<file path="src/rtl/regfile_ctrl.sv">
// regfile_ctrl: sequences LDI / MOV / SWAP / RD commands onto an external
// register file with one write port and one combinational read port.
module regfile_ctrl #(
  parameter int k = 16
) (
  input  logic         clk,
  input  logic         reset,
  input  logic         s,
  input  logic [1:0]   op,
  input  logic [2:0]   rd,
  input  logic [2:0]   rs,
  input  logic [k-1:0] imm,
  input  logic [k-1:0] rf_data_out,
  output logic [k-1:0] rf_data_in,
  output logic [2:0]   rf_writenum,
  output logic [2:0]   rf_readnum,
  output logic         rf_write,
  output logic         w,
  output logic         done,
  output logic [k-1:0] result
);

  typedef enum logic [3:0] {
    WAIT, LDI, MOV_R, MOV_W, SW_RA, SW_RB, SW_WA, SW_WB, RD_R, DONE
  } state_t;

  state_t       state_q, state_d;
  logic [2:0]   rd_q, rd_d, rs_q, rs_d;
  logic [k-1:0] imm_q, imm_d;
  logic [k-1:0] tmp_a_q, tmp_a_d, tmp_b_q, tmp_b_d;
  logic [k-1:0] result_q, result_d;

  // Output flops are loaded with the decode of the next state, so each
  // output is a clean register that is valid for the whole state it belongs to.
  logic         rf_write_q, rf_write_d;
  logic [2:0]   rf_writenum_q, rf_writenum_d;
  logic [2:0]   rf_readnum_q, rf_readnum_d;
  logic [k-1:0] rf_data_in_q, rf_data_in_d;
  logic         w_q, w_d;
  logic         done_q, done_d;

  // Next-state, command latching and read-data capture.
  always_comb begin
    state_d  = state_q;
    rd_d     = rd_q;
    rs_d     = rs_q;
    imm_d    = imm_q;
    tmp_a_d  = tmp_a_q;
    tmp_b_d  = tmp_b_q;
    result_d = result_q;
    case (state_q)
      WAIT: begin
        if (s) begin
          rd_d  = rd;
          rs_d  = rs;
          imm_d = imm;
          case (op)
            2'b00:   state_d = LDI;
            2'b01:   state_d = MOV_R;
            2'b10:   state_d = SW_RA;
            default: state_d = RD_R;
          endcase
        end
      end
      LDI:   state_d = DONE;
      MOV_R: begin
        tmp_a_d = rf_data_out;
        state_d = MOV_W;
      end
      MOV_W: state_d = DONE;
      SW_RA: begin
        tmp_a_d = rf_data_out;
        state_d = SW_RB;
      end
      SW_RB: begin
        tmp_b_d = rf_data_out;
        state_d = SW_WA;
      end
      SW_WA: state_d = SW_WB;
      SW_WB: state_d = DONE;
      RD_R: begin
        result_d = rf_data_out;
        state_d  = DONE;
      end
      DONE:    state_d = WAIT;
      default: state_d = WAIT;
    endcase
  end

  // Moore output decode of the state being entered, using the values the
  // command and temporary registers will hold in that state.
  always_comb begin
    rf_write_d    = 1'b0;
    rf_writenum_d = '0;
    rf_readnum_d  = '0;
    rf_data_in_d  = '0;
    w_d           = (state_d == WAIT);
    done_d        = (state_d == DONE);
    case (state_d)
      LDI: begin
        rf_write_d    = 1'b1;
        rf_writenum_d = rd_d;
        rf_data_in_d  = imm_d;
      end
      MOV_R: rf_readnum_d = rs_d;
      MOV_W: begin
        rf_write_d    = 1'b1;
        rf_writenum_d = rd_d;
        rf_data_in_d  = tmp_a_d;
      end
      SW_RA: rf_readnum_d = rd_d;
      SW_RB: rf_readnum_d = rs_d;
      SW_WA: begin
        rf_write_d    = 1'b1;
        rf_writenum_d = rd_d;
        rf_data_in_d  = tmp_b_d;
      end
      SW_WB: begin
        rf_write_d    = 1'b1;
        rf_writenum_d = rs_d;
        rf_data_in_d  = tmp_a_d;
      end
      RD_R:    rf_readnum_d = rs_d;
      default: ;
    endcase
  end

  // State and output registers with synchronous reset taking priority.
  always_ff @(posedge clk) begin
    if (reset) begin
      state_q       <= WAIT;
      rd_q          <= '0;
      rs_q          <= '0;
      imm_q         <= '0;
      tmp_a_q       <= '0;
      tmp_b_q       <= '0;
      result_q      <= '0;
      rf_write_q    <= 1'b0;
      rf_writenum_q <= '0;
      rf_readnum_q  <= '0;
      rf_data_in_q  <= '0;
      w_q           <= 1'b1;
      done_q        <= 1'b0;
    end else begin
      state_q       <= state_d;
      rd_q          <= rd_d;
      rs_q          <= rs_d;
      imm_q         <= imm_d;
      tmp_a_q       <= tmp_a_d;
      tmp_b_q       <= tmp_b_d;
      result_q      <= result_d;
      rf_write_q    <= rf_write_d;
      rf_writenum_q <= rf_writenum_d;
      rf_readnum_q  <= rf_readnum_d;
      rf_data_in_q  <= rf_data_in_d;
      w_q           <= w_d;
      done_q        <= done_d;
    end
  end

  // A reset arriving on the same edge as a pending write must abort that
  // write too, so the registered enable is masked by reset.
  assign rf_write    = rf_write_q & ~reset;
  assign rf_writenum = rf_writenum_q;
  assign rf_readnum  = rf_readnum_q;
  assign rf_data_in  = rf_data_in_q;
  assign w           = w_q;
  assign done        = done_q;
  assign result      = result_q;

endmodule

</file>
<file path="config.mk">
export PLATFORM = sky130hd
export DESIGN_NAME = regfile_ctrl
export DESIGN_NICKNAME = d
export VERILOG_FILES = /design/src/rtl/regfile_ctrl.sv
export SDC_FILE = /design/constraint.sdc
export NUM_CORES = 1
export LEC_CHECK = 0
export BUFFER_PORTS_ARGS = -buffer_cell sky130_fd_sc_hd__buf_2
export CORE_MARGIN = 5
export CORE_UTILIZATION = 50
export CTS_CLUSTER_SIZE = 25
export DETAILED_ROUTE_END_ITERATION = 6
export GPL_TIMING_DRIVEN = 0
export PLACE_DENSITY = 0.85
export SYNTH_ARGS = -nofsm -noshare
export SYNTH_HDL_FRONTEND = slang
export SYNTH_SLANG_ARGS = --single-unit
</file>
<file path="constraint.sdc">
create_clock -name clk -period 1.8 [get_ports clk]
set_input_delay 0 -clock clk [delete_from_list [all_inputs] [get_ports clk]]
set_output_delay 0 -clock clk [all_outputs]
set_load 0.1 [all_outputs]
</file>
# ---- After elaboration in Yosys (flattened, before gate mapping)
# Cells that the tools add are included.
dict set report totals {
  register_bits 99
}
dict set report op_classes {
  n_eq_ne 19
  n_mux 15
  n_bitwise 2
  n_reduce_logical 9
}
# op count
set ops {}
lappend ops {{2-to-1 mux 16 bit} 4}
lappend ops {{one-hot mux 16 bit (3 select lines)} 1}
lappend ops {{equality test 4 x 3 -> 1 bit (second input constant)} 8}
lappend ops {{one-hot mux 4 bit (6 select lines)} 1}
lappend ops {{equality test 4 x 2 -> 1 bit (second input constant)} 4}
lappend ops {{equality test 4 bit (second input constant)} 3}
lappend ops {{2-to-1 mux 3 bit} 4}
lappend ops {{one-hot mux 3 bit (2 select lines)} 2}
lappend ops {{one-hot mux 4 bit (3 select lines)} 1}
lappend ops {{equality test 4 x 1 -> 1 bit (second input constant)} 2}
lappend ops {{zero test 4 bit} 2}
lappend ops {{OR reduction 4 bit} 2}
lappend ops {{OR reduction 3 bit} 2}
lappend ops {{2-to-1 mux 4 bit} 1}
lappend ops {{OR reduction 2 bit} 2}
lappend ops {{equality test 2 x 1 -> 1 bit (second input constant)} 1}
lappend ops {{equality test 2 bit (second input constant)} 1}
lappend ops {{zero test 2 bit} 1}
lappend ops {{bitwise AND 1 bit} 1}
lappend ops {{2-to-1 mux 1 bit} 1}
lappend ops {{inverter 1 bit} 1}

# ---- Depth between registers and ports, before layout
dict set report logic_depth {
  word_depth 7
  ltp_mapped 7
}

# ---- Least setup slack after synthesis
# No wires, ideal clock.
dict set report synth_path {
  path_kind {register to output}
  start {register rf_write_q}
  end {output port rf_write}
  arrival_ns 1.636
  slack_ns 0.164
  stages_incl_launch_ff 2
  n_path_buf 0
  cell_sequence {dfxtp_1 > nor2b_1}
}
dict set report synth_between {
  elab_chain_len 1
}
# element line
set synth_lines {}
lappend synth_lines {{start: declaration} 35} ;# logic rf_write_q, rf_write_d;
lappend synth_lines {{start signal: assignment} 152} ;# rf_write_q <= rf_write_d;
lappend synth_lines {{bitwise AND 1 bit} 163} ;# assign rf_write = rf_write_q & ~reset;
lappend synth_lines {{end: declaration} 17} ;# output logic rf_write,
# Every way passes these cells.

# ---- Worst setup path in the final report
dict set report layout_path {
  start {input port op[1]}
  end {register rf_data_in_q[12] (netlist: rf_data_in[12])}
}
dict set report layout_between {
  elab_chain_len 7
  elab_cells_between_ends 12
}
# element line
set layout_lines {}
lappend layout_lines {{start: declaration} 9} ;# input logic [1:0] op,
lappend layout_lines {{equality test 2 bit (tied with other cells)} 57} ;# case (op)
lappend layout_lines {{one-hot mux 4 bit (3 select lines) (*)} 57}
lappend layout_lines {{2-to-1 mux 4 bit (*)} 53} ;# if (s) begin
lappend layout_lines {{one-hot mux 4 bit (6 select lines) (*)} 51} ;# case (state_q)
lappend layout_lines {{equality test 4 x 3 -> 1 bit or equality test 4 x 2 -> 1 bit (tied branches)} 99} ;# case (state_d)
lappend layout_lines {{OR reduction 2 bit (no source line)} -}
lappend layout_lines {{one-hot mux 16 bit (3 select lines) (*)} 99}
lappend layout_lines {{end signal: assignment} 155} ;# rf_data_in_q <= rf_data_in_d;
lappend layout_lines {{end: declaration} 38} ;# logic [k-1:0] rf_data_in_q, rf_data_in_d;
# Every way passes the cells marked *; elsewhere a longest branch is shown, timed or not.
# A chain may end at the register's enable or synchronous reset.

==> impl_metrics.toml <==
[outcome]
outcome = "finished, final reports clean"

[sta]
tightest_slew_ps = 563
fin_crit_sh_pct = 97.6
hold-worst-slack_ps = 149
fmax_ghz = 0.569
min_period_ps = 1760
finalSetupTns_ps = 0
hold_viol_final = 0
slew_viol_final = 0
setup_viol = 0
slew_headroom_pct = 61.5
fin_skew_ps = 10.4

[cts]
insertion_delay_ps = 370
cts.sinks = 83
cts_tree = "built"
cts.root.buffer_cell = "clkbuf_8"
cts_buffer_depth = 2
htreeDepth = 3
cts_buffers = 9
clk_transition_reported_paths_ps = 90

[cells_and_area]
stdcell_count = 585
nNetsFinal = 545
synthToLayoutAreaGrowth_pct = 38.7
layout-drive-gt1-share_pct = 27.6

[floorplanning]
ioPinCount = 84
core_area_mm2 = 0.00635
die_h_um = 90.9
die_w_um = 90.9
dieArea_mm2 = 0.00826
start_util_pct = 51.5
num_rows = 29

[placement]
dpl.hpwl_um = 6140
io_buffer_count = 82
dp_cells = 522
gp_congestion = 0.908

[logic_synthesis]
synth_async_sr_flop_share_pct = 0
synthCells = 363
synth_cell_types = 32
syn_nets = 406
synth-edff-count = 0
yosysTopAreaCell = "dfxtp_1"
synth_ff_type = "dfxtp_1"
syn_avg_cell_area_um2 = 9.01
synth_top_area_share_pct = 50.8
synth_area_leaders = "dfxtp_1, mux2i_1, nand2_1, a21oi_1, o22ai_1"
ys_ff_latch = 83
synth-seq-area-share_pct = 50.8
yosysWarnings = 0
synth_area_mm2 = 0.00327

[global_routing]
grt_first_pass_wirelength_um = 15200
grt_antenna_before_repair = 1
grt_overflow = 0
grt_max_degree = 15
grt_pass1_vias = 3066
grtUsageTotal_pct = 23.0

[worst_setup_path]
crit_buf_inv = 3
crit_path_end_kind = "flop"
crit_slowest_cell = "dlygate4sd3_1"
max_stage_delay_ps = 530
cp_cell_sequence = "dlygate4sd3_1 -> buf_2 -> or3b_2 -> nand3b_1 -> clkbuf_2 -> o22ai_1"
crit_family = "buffers and inverters"
path_max_fanout = 10
cp-start-kind = "input port"
crit_arrival_ps = 2040
path_class = "input port to flop"
required_ps = 2080

[route]
drc = 0
first_pass_iters = 5
wl_um = 9740
drt_iter0_markers = 233
wl_per_cell_um = 16.6
vias = 3211
drt-vias-per-instance = 5.49
antenna_left = 0

[hold_path]
hold_path.class = "input port to flop"

[job]
drv_cap = 0

[power]
peakVddDrop_v = 0.000665
powerDensity_mw_per_mm2 = 1100
leakagePower_nw = 2.03
-- timing repair --
item / CTS / global route
buffers inserted: 1 / 8
pin swaps: 2 / 4
hold buffers: 40 / 0
setup endpoints to repair: 21 / 54
gates resized for setup: 12 / 19
endpoints found under the hold margin: 72 / 0
-- where the power goes --
| part | switching [mW] | internal, mW | leakage (nW) |
|---|---|---|---|
| Combinational | 1.07 | 0.493 | 1.27 |
| Clock | 0.692 | 0.649 | 0.0902 |
| Sequential | 0.0815 | 2.00 | 0.676 |
| Total | 1.84 | 3.14 | 2.03 |
-- state kept, by name (all words and copies together) (netlist names) --
register / count
imm_q: 16
result: 16
rf_write_q: 1
rf_readnum: 3
tmp_a_q: 16
rs_q: 3
w: 1
rf_data_in: 16
rf_writenum: 3
state_q: 4
rd_q: 3
done: 1
-- worst paths after layout --
path | slack [ps] | cells past startpoint | endpoint | startpoint
worst max-delay path | 40 | 6 | rf_data_in[12] | op[1]
worst min-delay path | 150 | 4 | state_q[2] | op[0]
worst max register to register | 50 | 6 | rf_data_in[7] | state_q[2]
worst min register to register | 460 | 2 | imm_q[0] | imm_q[0]
-- synth_stat cells (2+ instances only) --
cell type	count
nor3_1	2
buf_4	2
o21ai_0	4
o22ai_1	22
dfxtp_1	83
nand3_1	2
and2_1	2
nor2_1	29
o21ai_2	2
or2_2	2
a22oi_1	16
nand2_1	69
a21oi_1	37
clkbuf_1	15
mux2i_1	38
nor2b_1	6
a21o_1	2
nand3b_1	2
inv_1	5
buf_2	11
-- metrics by stage --
| step | utilization (%) | setup WS, ps | total power [mW] | cell area, µm² |
|---|---|---|---|---|
| finish | 71.5 | 43.0 | 4.98 | 4540 |
| global route | 71.5 | -2.41 | 5.19 | 4540 |
| floorplan | - | 164 | 3.17 | 3270 |
| CTS | 69.9 | 7.90 | 4.88 | 4440 |
| global placement | 59.5 | -12.1 | 3.42 | 3780 |
| detailed placement | 59.5 | -74.0 | 3.45 | 3780 |
-- placed cells by master, fill, tap and decap left out, drive strengths merged, types with 6 or more instances in the layout --
| master | n |
|---|---|
| a22oi | 16 |
| buf | 103 |
| o22ai | 22 |
| clkbuf | 25 |
| mux2i | 38 |
| o21ai | 6 |
| nor2 | 29 |
| nor2b | 6 |
| dlygate4sd3 | 40 |
| a21oi | 37 |
| inv | 6 |
| nand2 | 69 |
| dfxtp | 83 |
-- metal layers --
layer	routed length, µm	track usage (%)
met2	4700	38.0
met4	340	10.3
met5	0	0
met1	4050	27.7
met3	650	6.75
-- cell type report --
class	count	area, µm²
fill	429	1810
sequential	83	1660
multi-input combinational	246	1540
timing repair buffer	131	878
buffer	26	148
clock buffer	11	131
tap	77	96.3
clock inverter	5	62.6
inverter	5	18.8
antenna	1	2.50
-- cell families (layout without fill, tap and decap cells) --
kind of cell	after synthesis	in the layout	synth area share (%)
and+or+nand+nor	119	119	16.1
muxes	38	38	11.6
buffers and inverters	34	178	4.78
other	0	1	0
AOI/OAI and AO/OA	89	89	16.7
DFF	83	83	50.8
-- tightest hold or removal path, stage by stage --
cell,delay [ps]
buf_2,150
nor3_1,70
a32oi_1,200
nor2_1,50
(Power assumes the default switching activity.)
